===== config.mk =====
export PLATFORM = sky130hd
export DESIGN_NAME = snake_head_mover
export DESIGN_NICKNAME = d
export VERILOG_FILES = /design/src/rtl/snake_head_mover.sv
export SDC_FILE = /design/constraint.sdc
export NUM_CORES = 1
export LEC_CHECK = 0
export BUFFER_PORTS_ARGS = -buffer_cell sky130_fd_sc_hd__clkbuf_2
export CORE_ASPECT_RATIO = 0.9
export CORE_MARGIN = 2
export CORE_UTILIZATION = 46
export DETAILED_ROUTE_END_ITERATION = 10
export GPL_TIMING_DRIVEN = 0
export PLACE_DENSITY = 0.66
export REMOVE_ABC_BUFFERS = 1
export SYNTH_ARGS = -nofsm -noshare
export SYNTH_HDL_FRONTEND = slang
export SYNTH_SLANG_ARGS = --single-unit

===== constraint.sdc =====
create_clock -name clk -period 4.2 [get_ports clk]
set_input_delay 0.21 -clock clk [delete_from_list [all_inputs] [get_ports clk]]
set_output_delay 0.21 -clock clk [all_outputs]
set_load 0.005 [all_outputs]

===== src/rtl/snake_head_mover.sv =====
// snake_head_mover: advances the snake head one cell every TICK_DIV enabled clocks and ignores reversal requests.
// Macro SNAKE_WALL_WRAP_EN: when defined, the head wraps at grid edges; otherwise hitting a wall is fatal.
module snake_head_mover #(
    parameter int GRID_W   = 32,
    parameter int GRID_H   = 24,
    parameter int X_W      = 5,
    parameter int Y_W      = 5,
    parameter int TICK_DIV = 4,
    parameter int START_X  = 16,
    parameter int START_Y  = 12
) (
    input  logic           clk,
    input  logic           reset,
    input  logic           enable,
    input  logic [1:0]     dir_in,
    output logic [X_W-1:0] head_x,
    output logic [Y_W-1:0] head_y,
    output logic [1:0]     cur_dir,
    output logic           step,
    output logic           dead
);
    localparam int T_W = $clog2(TICK_DIV);
    localparam logic [T_W-1:0] T_MAX = T_W'(TICK_DIV - 1);
    localparam logic [X_W-1:0] X_MAX = X_W'(GRID_W - 1);
    localparam logic [Y_W-1:0] Y_MAX = Y_W'(GRID_H - 1);
    localparam logic [1:0] D_UP = 2'b01, D_DN = 2'b10, D_LT = 2'b11, D_RT = 2'b00;

    typedef enum logic [1:0] {IDLE, RUN, DEAD} state_t;

    state_t         state_q, state_d;
    logic [T_W-1:0] tick_q, tick_d;
    logic [X_W-1:0] x_q, x_d, nx;
    logic [Y_W-1:0] y_q, y_d, ny;
    logic [1:0]     cur_dir_q, cur_dir_d, pending_q, pending_d, ref_dir;
    logic           step_q, step_d, dead_q, dead_d, fire;
`ifndef SNAKE_WALL_WRAP_EN
    logic           hit;
`endif

    always_ff @(posedge clk or negedge reset) begin
        if (!reset) begin
            state_q   <= IDLE;
            tick_q    <= '0;
            x_q       <= X_W'(START_X);
            y_q       <= Y_W'(START_Y);
            cur_dir_q <= D_RT;
            pending_q <= D_RT;
            step_q    <= 1'b0;
            dead_q    <= 1'b0;
        end else begin
            state_q   <= state_d;
            tick_q    <= tick_d;
            x_q       <= x_d;
            y_q       <= y_d;
            cur_dir_q <= cur_dir_d;
            pending_q <= pending_d;
            step_q    <= step_d;
            dead_q    <= dead_d;
        end
    end

    always_comb begin
        state_d   = state_q;
        tick_d    = tick_q;
        x_d       = x_q;
        y_d       = y_q;
        cur_dir_d = cur_dir_q;
        pending_d = pending_q;
        step_d    = 1'b0;
        dead_d    = dead_q;
        fire      = state_q == RUN && enable && tick_q == T_MAX;
        // Compare against the direction that will be current after this edge
        ref_dir   = fire ? pending_q : cur_dir_q;
        nx = pending_q == D_LT ? (x_q == '0 ? X_MAX : x_q - 1'b1) :
             pending_q == D_RT ? (x_q == X_MAX ? '0 : x_q + 1'b1) : x_q;
        ny = pending_q == D_UP ? (y_q == '0 ? Y_MAX : y_q - 1'b1) :
             pending_q == D_DN ? (y_q == Y_MAX ? '0 : y_q + 1'b1) : y_q;
        if (state_q != DEAD && (dir_in ^ ref_dir) != 2'b11)
            pending_d = dir_in;
        if (state_q == IDLE && enable) begin
            state_d = RUN;
            tick_d  = '0;
        end
        if (state_q == RUN && enable)
            tick_d = fire ? '0 : tick_q + 1'b1;
`ifdef SNAKE_WALL_WRAP_EN
        if (fire) begin
            cur_dir_d = pending_q;
            x_d       = nx;
            y_d       = ny;
            step_d    = 1'b1;
        end
`else
        hit = (pending_q == D_UP && y_q == '0) || (pending_q == D_DN && y_q == Y_MAX) ||
              (pending_q == D_LT && x_q == '0) || (pending_q == D_RT && x_q == X_MAX);
        if (fire) begin
            cur_dir_d = pending_q;
            if (hit) begin
                dead_d  = 1'b1;
                state_d = DEAD;
            end else begin
                x_d    = nx;
                y_d    = ny;
                step_d = 1'b1;
            end
        end
`endif
    end

    assign head_x  = x_q;
    assign head_y  = y_q;
    assign cur_dir = cur_dir_q;
    assign step    = step_q;
    assign dead    = dead_q;
endmodule


==> metrics.cfg, run 1 <==
[setup_path]
path_class = reg -> reg
worstSetupStartpointType = flip-flop
crit_path_end_kind = flip-flop
cp.required_ps = 4400
cpMaxStageDelayCell = or3b_2
rr_startpoint = head_x[0]
r2r_slack_ps = 1980
cp_cell_sequence = inv_1 -> ha_1 -> or3b_2 -> o2111ai_2 -> or2_4 -> mux2_1
slowest_delay_ps = 500
arrival_ps = 2420
ff2ff_path_depth = 6
reg2reg_to = head_y[1]
critical_path_peak_fanout = 8

[synthesis]
ys_seq_elements = 20
synth_simple_gate_area_frac = 0.236
synthAdderAreaFrac = 0.0887
yosys.cell_types.count = 48
syn_area_sq_mm = 0.00141
synth_top_family_by_area = simple AND/OR/NAND/NOR gates
syn_avg_cell_area_sq_um = 9.66
synth-main-ff-cell = dfrtp_1
muxShareOfSynthArea = 0.0382
netlist_instances = 146
synth_edf_count = 0
synth_compound_area_frac = 0.221
synth-xor-area-share = 0.0124
synthArstFlopShare = 1.00
ys_seq_area_frac = 0.358
yosysWarnings = 0

[die]
core_sq_mm = 0.00300
ios = 19
dieArea_sq_mm = 0.00352
die_w_um = 62.4
die_h_um = 56.5
rows = 19
initial_utilization = 0.471

[clock_tree]
cts_hold_buffers = 1
post_cts_resized = 0
clk_latency_ps = 300
clkSinkCount = 20
cts_max_level = 1
post_cts_buffers = 0
cts_buffers = 3
cts_buffer_depth = 2
clk_pin_slew_ps = 110
tritoncts = built
cts_root_buf = clkbuf_4

[drt]
drc = 0
vias = 1188
drtIter0Drc = 56
wire_per_inst_um = 13.9
viasPerCell = 5.74
drt_pass1_iterations = 4
finalWirelength_mm = 2.89
ant_nets = 0

[min_path]
hp-class = in -> reg
min_to = tick_q[1]
hold-path-cell-count = 3
min-delay-start = enable

[timing]
whs_ps = 282
totalNegativeSetupSlack_ps = 0
hold_viol = 0
setup_viol = 0
worst_pin_slew_ps = 493
timing.final.crit_share = 0.528
rsz0062_at_grt = no
period_needed_ps = 2220
finClkSkew_ps = 2.24
max_slew_margin = 0.671
drv_slew = 0
max_freq_ghz = 0.451

[place]
dp_hpwl_mm = 2.15
finalWeightedCongestion = 0.852
port_buffers = 18

[finish]
utilization = 0.520
layout_commonest_cell = clkbuf_2
final_cell_mix = clkbuf_2 (18), dfrtp_1 (17), nand2b_1 (15), a21oi_1 (12), o21ai_0 (12)
syn_to_final_growth_pct = 10.5
final_nets = 181
insertedDiodeCount = 0
layout-drive-gt1-share = 0.200

[outcome]
run_status = finished clean

[grt]
grtUsageTotal = 0.185
grt_pass1_wl_mm = 5.24
grt_pass1_vias = 1156
grt_max_degree = 21
grt_overflow = 0
antenna_found_initial = 0

[power]
leakage_uw = 0.000721
p_total_uw = 912
vdd_ir_drop_max_mv = 0.302
powerDensity_mw_per_mm2 = 586

[flow_run]
cap_violations = 0

## sequential cells by signal, indices dropped and copies added, names as in the netlist
signal,count
tick_q,2
head_x,5
head_y,5
pending_q,2
state_q,2
dead,1
step,1
cur_dir,2
## worst max-delay path by stage
stage                         start         to  slack, ps  cells past startpoint
after floorplan           head_x[0]  head_y[1]       2170                      6
after global placement    head_x[0]  head_y[1]       2010                      6
after detailed placement  head_x[0]  head_y[1]       2000                      6
after CTS                 head_x[0]  head_y[1]       1970                      6
after global routing      head_x[0]  head_y[1]       1850                      6
final                     head_x[0]  head_y[1]       1980                      6
## per-layer routing
| layer | GRT usage | wire, um | up-vias |
|---|---|---|---|
| li1 | - | - | 577 |
| met1 | 0.224 | 1320 | 581 |
| met2 | 0.337 | 1430 | 26 |
| met3 | 0.0421 | 105 | 4 |
| met4 | 0.0413 | 31 | 0 |
| met5 | 0 | 0 | - |
## cells in the mapped netlist (all sizes together), types with 3 or more instances
master | count | area share
a21o | 5 | 0.027
a21oi | 12 | 0.043
and4b | 3 | 0.021
buf | 3 | 0.020
dfrtp | 17 | 0.30
dfstp | 3 | 0.056
ha | 10 | 0.089
inv | 9 | 0.024
mux2 | 3 | 0.024
nand2 | 4 | 0.011
nand2b | 15 | 0.067
nor2 | 4 | 0.011
nor3 | 4 | 0.014
nor4b | 3 | 0.019
o21ai | 13 | 0.046
o41ai | 3 | 0.019
## kinds of logic after synthesis
kind of cell,count (synthesis)
xor+xnor,2
fa+ha+maj,10
flops,20
buf+inv,13
compound gates,46
mux,5
simple gates,50
## layout make-up
class,count,area [sq um]
multi-input cells,113,841
repair buffers,19,100
well taps,42,52.6
fillers,296,1440
flip-flops and latches,20,504
inverters,9,33.8
clock buffers,4,26.3
## worst max-delay path: cells and delay by family, from the launching register on
kind,cells,cell delay [ps]
AND/OR/NAND/NOR,2,710
multiplexers,1,310
adder cells (fa/ha/maj),1,190
flip-flops,1,470
buffers and inverters,1,110
AO/OA/AOI/OAI,1,330
## where the power goes
group	switching (uW)	internal (uW)
sequential	101	267
clock	60.9	37.1
combinational	220	227
## per-stage QoR
| stage | cells | area [sq um] | setup WS (ps) |
|---|---|---|---|
| 3_5_place_dp | 202 | 1520 | 2000 |
| 5_1_grt | 207 | 1560 | 1850 |
| 3_3_place_gp | 202 | 1520 | 2010 |
| 4_1_cts | 207 | 1560 | 1970 |
| 2_1_floorplan | 142 | 1380 | 2170 |
| 6_report | 207 | 1560 | 1980 |
No activity file was read; power rests on OpenSTA's default activity.
==> run 2: changes to the inputs <==
--- a/config.mk
+++ b/config.mk
@@ -11,7 +11,7 @@
 export CORE_UTILIZATION = 46
 export DETAILED_ROUTE_END_ITERATION = 10
 export GPL_TIMING_DRIVEN = 0
-export PLACE_DENSITY = 0.66
+export PLACE_DENSITY = 0.69
 export REMOVE_ABC_BUFFERS = 1
 export SYNTH_ARGS = -nofsm -noshare
 export SYNTH_HDL_FRONTEND = slang
==> constraint.sdc (replaced) <==
create_clock -name clk -period 1.8 [get_ports clk]
set_input_delay 0.09 -clock clk [delete_from_list [all_inputs] [get_ports clk]]
set_output_delay 0.09 -clock clk [all_outputs]
set_load 0.005 [all_outputs]
==> run 2 against run 1 <==
  * The run now ends with negative setup slack left
  * Register-to-register slack got worse by 2200 ps
  * Worst hold slack got worse by 130 ps
  * Critical path depth did not move
  * Final area rose by 28%
  * Largest power group unchanged
==> metrics.cfg, run 2 (synthesis results as in run 1) <==
[outcome]
run_status = finished, violations left
violations = negative setup slack

[drt]
viasPerCell = 5.79  ; +0.96%
finalWirelength_mm = 3.82  ; +32%
vias = 1350  ; +14%
drt_pass1_iterations = 4  ; unchanged
drc = 0  ; unchanged
ant_nets = 0  ; unchanged
drtIter0Drc = 120  ; +110%
wire_per_inst_um = 16.4  ; +17%

[setup_path]
worstSetupStartpointType = flip-flop
ff2ff_path_depth = 6  ; unchanged
path_class = reg -> reg
cp.required_ps = 2020  ; -2380 ps
crit_path_end_kind = flip-flop
arrival_ps = 2230  ; -190 ps
rr_startpoint = head_y[0]
critical_path_peak_fanout = 4  ; -4
reg2reg_to = head_y[1]
r2r_slack_ps = -200  ; -2190 ps
startpoint = head_y[0]

[flow_run]
cap_violations = 0  ; unchanged

[finish]
utilization = 0.666  ; +0.146
insertedDiodeCount = 0  ; unchanged
layout-drive-gt1-share = 0.471  ; +0.271
final_nets = 207  ; +14%
final_cell_mix = clkbuf_2 (18), buf_4 (18), nand2b_1 (15), dfrtp_1 (13), o21ai_0 (11)
syn_to_final_growth_pct = 41.5

[die]
die_w_um = 62.4  ; unchanged
die_h_um = 56.5  ; unchanged
initial_utilization = 0.471  ; unchanged
rows = 19  ; unchanged
ios = 19  ; unchanged
dieArea_sq_mm = 0.00352  ; unchanged
core_sq_mm = 0.00300  ; unchanged

[clock_tree]
cts_buffers = 3  ; unchanged
cts_root_buf = clkbuf_4
cts_max_level = 1  ; unchanged
tritoncts = built
clk_latency_ps = 330  ; +30 ps
clkSinkCount = 20  ; unchanged
cts_buffer_depth = 2  ; unchanged
clk_pin_slew_ps = 130  ; +20 ps

[timing]
finClkSkew_ps = 7.61  ; +5.37 ps
timing.final.crit_share = 1.11  ; +0.585
setup_ws_ps = -203  ; -2190 ps
drv_slew = 0  ; unchanged
period_needed_ps = 2000  ; -214 ps
max_slew_margin = 0.665  ; -0.00654
setup_viol = 14  ; +14
hold_viol = 0  ; unchanged
max_freq_ghz = 0.499  ; +11%
worst_pin_slew_ps = 503  ; +9.81 ps
rsz0062_at_grt = yes

[min_path]
hp-class = in -> reg
min_to = tick_q[1]
min-delay-start = enable
hold-path-cell-count = 3  ; unchanged

[power]
vdd_ir_drop_max_mv = 0.633  ; +110%
leakage_uw = 0.000879  ; +22%
powerDensity_mw_per_mm2 = 1440  ; +150%

[place]
finalWeightedCongestion = 0.820  ; -3.8%
dp_slack_ps = -430  ; -2430 ps
port_buffers = 18  ; unchanged
dp_hpwl_mm = 2.21  ; +2.8%

[grt]
grt_pass1_vias = 1286  ; +11%
grtUsageTotal = 0.212  ; +0.0266
grt_max_degree = 21  ; unchanged
grt_pass1_wl_mm = 5.95  ; +14%
antenna_found_initial = 0  ; unchanged
grt_overflow = 0  ; unchanged

run 2: cell count changes in the layout (fill, tap and decap cells not counted), moves of 3 or more:
| cell | delta |
|---|---|
| buf_4 | +18 |
| buf_6 | +7 |
| ha_1 | -6 |
| dfrtp_1 | -4 |
| dfrtp_2 | +4 |
| ha_4 | +4 |
| inv_1 | -4 |
| inv_2 | +4 |
| o41ai_1 | -3 |
run 2: worst max path at each step:
stage	to	slack (ps)
6_report	head_y[1]	-200
5_1_grt	head_x[0]	-250
4_1_cts	head_y[1]	-150
3_5_place_dp	head_y[1]	-430
3_3_place_gp	head_y[1]	-390
2_1_floorplan	head_y[1]	-230
run 2: what timing repair did:
item	CTS	global route
setup endpoints to repair	14	14
cloned	0	0
resized for setup	33	18
hold buffers	1	0
pin swaps	11	16
hold endpoints to repair	17	0
buffers inserted	21	6
run 2: power breakdown:
part | switching, uW | total [uW] | internal [uW]
combinational | 771 | 1700 | 929
sequential | 255 | 886 | 631
clock | 163 | 287 | 124
run 2: per-stage QoR:
stage / area, sq um / setup TNS (ps) / hold slack [ps] / total power [uW] / cells
floorplan: 1380 / -986 / -206 / 1580 / 142
finish: 2000 / -1490 / 155 / 2870 / 233
global placement: 1520 / -3000 / 79.3 / 1840 / 202
global route: 2000 / -2330 / 178 / 3070 / 233
detailed placement: 1520 / -3610 / 80.3 / 1920 / 202
CTS: 1860 / -969 / 154 / 2620 / 227
run 2: critical path, stage by stage (launching register included):
cell and delay [ps]:
dfrtp_1 440, inv_2 90, ha_4 130, or4b_4 490
o22ai_4 240, or2_4 200, mux2_4 300
run 2: layout make-up:
class | instances | area, sq um
clock buffer | 4 | 36.3
fill | 232 | 1000
inverter | 9 | 33.8
multi-input combinational | 113 | 1030
sequential | 20 | 509
tap | 42 | 52.6
timing repair buffer | 45 | 334
run 2: routing by layer:
| layer | global-route usage | share of wire |
|---|---|---|
| met1 | 0.269 | 0.44 |
| met4 | 0.0571 | 0.0086 |
| met2 | 0.356 | 0.51 |
| met5 | 0 | 0 |
| met3 | 0.0621 | 0.044 |
==> run 3: changes to the inputs <==
--- a/config.mk
+++ b/config.mk
@@ -5,13 +5,14 @@
 export SDC_FILE = /design/constraint.sdc
 export NUM_CORES = 1
 export LEC_CHECK = 0
+export ABC_AREA = 1
 export BUFFER_PORTS_ARGS = -buffer_cell sky130_fd_sc_hd__clkbuf_2
 export CORE_ASPECT_RATIO = 0.9
 export CORE_MARGIN = 2
 export CORE_UTILIZATION = 46
 export DETAILED_ROUTE_END_ITERATION = 10
 export GPL_TIMING_DRIVEN = 0
-export PLACE_DENSITY = 0.69
+export PLACE_DENSITY = 0.68
 export REMOVE_ABC_BUFFERS = 1
 export SYNTH_ARGS = -nofsm -noshare
 export SYNTH_HDL_FRONTEND = slang
==> run 3 against run 2 <==
  * Synthesized area grew 1.5%
  * Fmax up 18%
  * Critical path depth is 5 higher
  * Final area decreased by 15%
  * Wire length shrank 24%
  * Highest routed layer unchanged
  * Flip-flop and latch count stayed put
  * The run now ends clean
  * Clock power increased by 29%
  * Critical path type unchanged
  * Worst hold slack worse by 110 ps
==> metrics.cfg, run 3 <==
[clock_tree]
clk_pin_slew_ps = 130  ; about the same
clk_latency_ps = 310  ; -20 ps
clkSinkCount = 20  ; unchanged
cts_root_buf = clkbuf_4
cts_max_level = 1  ; unchanged
cts_buffers = 3  ; unchanged
cts_buffer_depth = 2  ; unchanged
tritoncts = built

[timing]
finClkSkew_ps = 18.9  ; +11.3 ps
whs_ps = 41.9  ; -113 ps
drv_slew = 0  ; unchanged
max_slew_margin = 0.675  ; +0.00997
hold_viol = 0  ; unchanged
worst_pin_slew_ps = 488  ; -15.0 ps
setup_viol = 0  ; -14
max_freq_ghz = 0.587  ; +18%
totalNegativeSetupSlack_ps = 0  ; +1490 ps
timing.final.crit_share = 0.947  ; -0.166
period_needed_ps = 1700  ; -298 ps
rsz0062_at_grt = yes

[drt]
drtIter0Drc = 58  ; -52%
drc = 0  ; unchanged
vias = 1254  ; -7.1%
drt_pass1_iterations = 4  ; unchanged
finalWirelength_mm = 2.89  ; -24%
viasPerCell = 5.02  ; -13%
ant_nets = 0  ; unchanged
wire_per_inst_um = 11.6  ; -29%

[synthesis]
syn_avg_cell_area_sq_um = 7.91  ; -18%
yosys.cell_types.count = 28  ; -42%
synth_edf_count = 0  ; unchanged
synthArstFlopShare = 1.00  ; unchanged
yosysTopAreaCell = dfrtp_1
post-synth-top-count-cell = nand2_1
synth-main-ff-cell = dfrtp_1
ys_seq_area_frac = 0.352  ; -0.00531
yosysWarnings = 0  ; unchanged
synthTopCellsByArea = dfrtp_1 (30%), nand2_1 (13%), nand3_1 (9.4%), ha_1 (8.7%), inv_1 (5.8%)
syn_area_sq_mm = 0.00143  ; +1.5%
synth_top_cell_area_share = 0.297  ; -0.00448
netlist_instances = 181  ; +24%
ys_seq_elements = 20  ; unchanged
synth_common_cells = nand2_1 (49), nand3_1 (27), inv_1 (22)

[grt]
grt_overflow = 0  ; unchanged
grt_max_degree = 21  ; unchanged
grt_pass1_wl_mm = 5.16  ; -13%
antenna_found_initial = 0  ; unchanged
grt_pass1_vias = 1162  ; -9.6%
grtUsageTotal = 0.182  ; -0.0302

[die]
ios = 19  ; unchanged
die_w_um = 62.8  ; +0.71%
rows = 19  ; unchanged
dieArea_sq_mm = 0.00357  ; +1.4%
core_sq_mm = 0.00302  ; +0.79%
die_h_um = 56.9  ; +0.70%
initial_utilization = 0.474  ; +0.00334

[power]
vdd_ir_drop_max_mv = 0.433  ; -32%
powerDensity_mw_per_mm2 = 555  ; -61%
leakage_uw = 0.000906  ; +3.0%
p_total_uw = 937  ; -67%

[finish]
syn_to_final_growth_pct = 18.0
insertedDiodeCount = 0  ; unchanged
layout_commonest_cell = nand2_1
utilization = 0.559  ; -0.107
final_cell_mix = nand2_1 (47), nand3_1 (27), inv_1 (22), clkbuf_2 (18), dfrtp_1 (15)
layout-drive-gt1-share = 0.279  ; -0.192
final_nets = 224  ; +8.2%

[min_path]
hp-class = in -> reg
hold-path-cell-count = 3  ; unchanged

[outcome]
run_status = finished clean

[setup_path]
crit_path_end_kind = flip-flop
critical_path_peak_fanout = 6  ; +2
arrival_ps = 1900  ; -330 ps
cp.required_ps = 2000  ; -20 ps
ff2ff_path_depth = 11  ; +5
worstSetupStartpointType = flip-flop
path_class = reg -> reg

[place]
dp_hpwl_mm = 2.15  ; -2.6%
port_buffers = 18  ; unchanged
finalWeightedCongestion = 0.905  ; +10%

[flow_run]
cap_violations = 0  ; unchanged

## run 3: kinds of logic (layout without fill, tap and decap cells)
family	after synthesis	in the layout	synth area share
AOI/OAI and AO/OA	13	13	0.0638
xor gates and xnor gates	6	6	0.0367
adders and majority gates	10	10	0.0874
buffers and inverters	29	56	0.0892
DFF	20	20	0.352
and+or+nand+nor	103	103	0.371
## run 3: worst max-delay path: stages, from the launching register on
cell	delay, ps
dfrtp_2	430
buf_4	160
inv_1	70
ha_2	200
nand3_2	100
nor2_2	130
nand2_4	80
nand2_4	90
nor3_4	40
buf_4	150
nand3_1	60
nand2_1	60
## run 3: what timing repair did
item                                    4_1_cts  5_1_grt
endpoints found under the setup margin       11       11
pin swaps                                     1        3
resized for setup                             1        8
setup buffers                                 4        3
hold buffers                                  1        0
endpoints found under the hold margin        17        0
## run 3: stage by stage
step	cells	setup WS (ps)	instance area, sq um
after global placement	238	-80.1	1540
after floorplan	178	139	1400
after CTS	247	17.0	1640
after detailed placement	238	-104	1540
after global routing	250	-12.3	1690
final	250	95.7	1690
## run 3: metal layers
layer  wire (um)  track usage  up-vias
met1        1380        0.234      587
met4          24       0.0381        0
met5           0            0        -
li1            -            -      640
met2        1380        0.315       25
met3         102       0.0421        2
## run 3: report_power, final
| part | internal [uW] | switching (uW) |
|---|---|---|
| Combinational | 32.6 | 74.8 |
| Clock | 225 | 146 |
| Sequential | 453 | 5.61 |
| Total | 711 | 226 |
## run 3: worst paths after layout
check / to / slack (ps) / from
setup / recovery: head_y[1] / 100 / head_x[0]
hold / removal: pending_q[0] / 40 / dir_in[0]
setup reg to reg: head_y[1] / 100 / head_x[0]
hold reg to reg: dead / 490 / dead
max in group asynchronous: head_y[3] / 1170 / reset
min in group asynchronous: step / 240 / reset
## run 3: area by class of cell
type / count / area [sq um]
clock buffer: 3 / 22.5
clock inverter: 1 / 30.0
fill: 298 / 1330
inverter: 26 / 97.6
multi-input combinational: 132 / 827
sequential: 20 / 507
tap: 42 / 52.6
timing repair buffer: 26 / 153
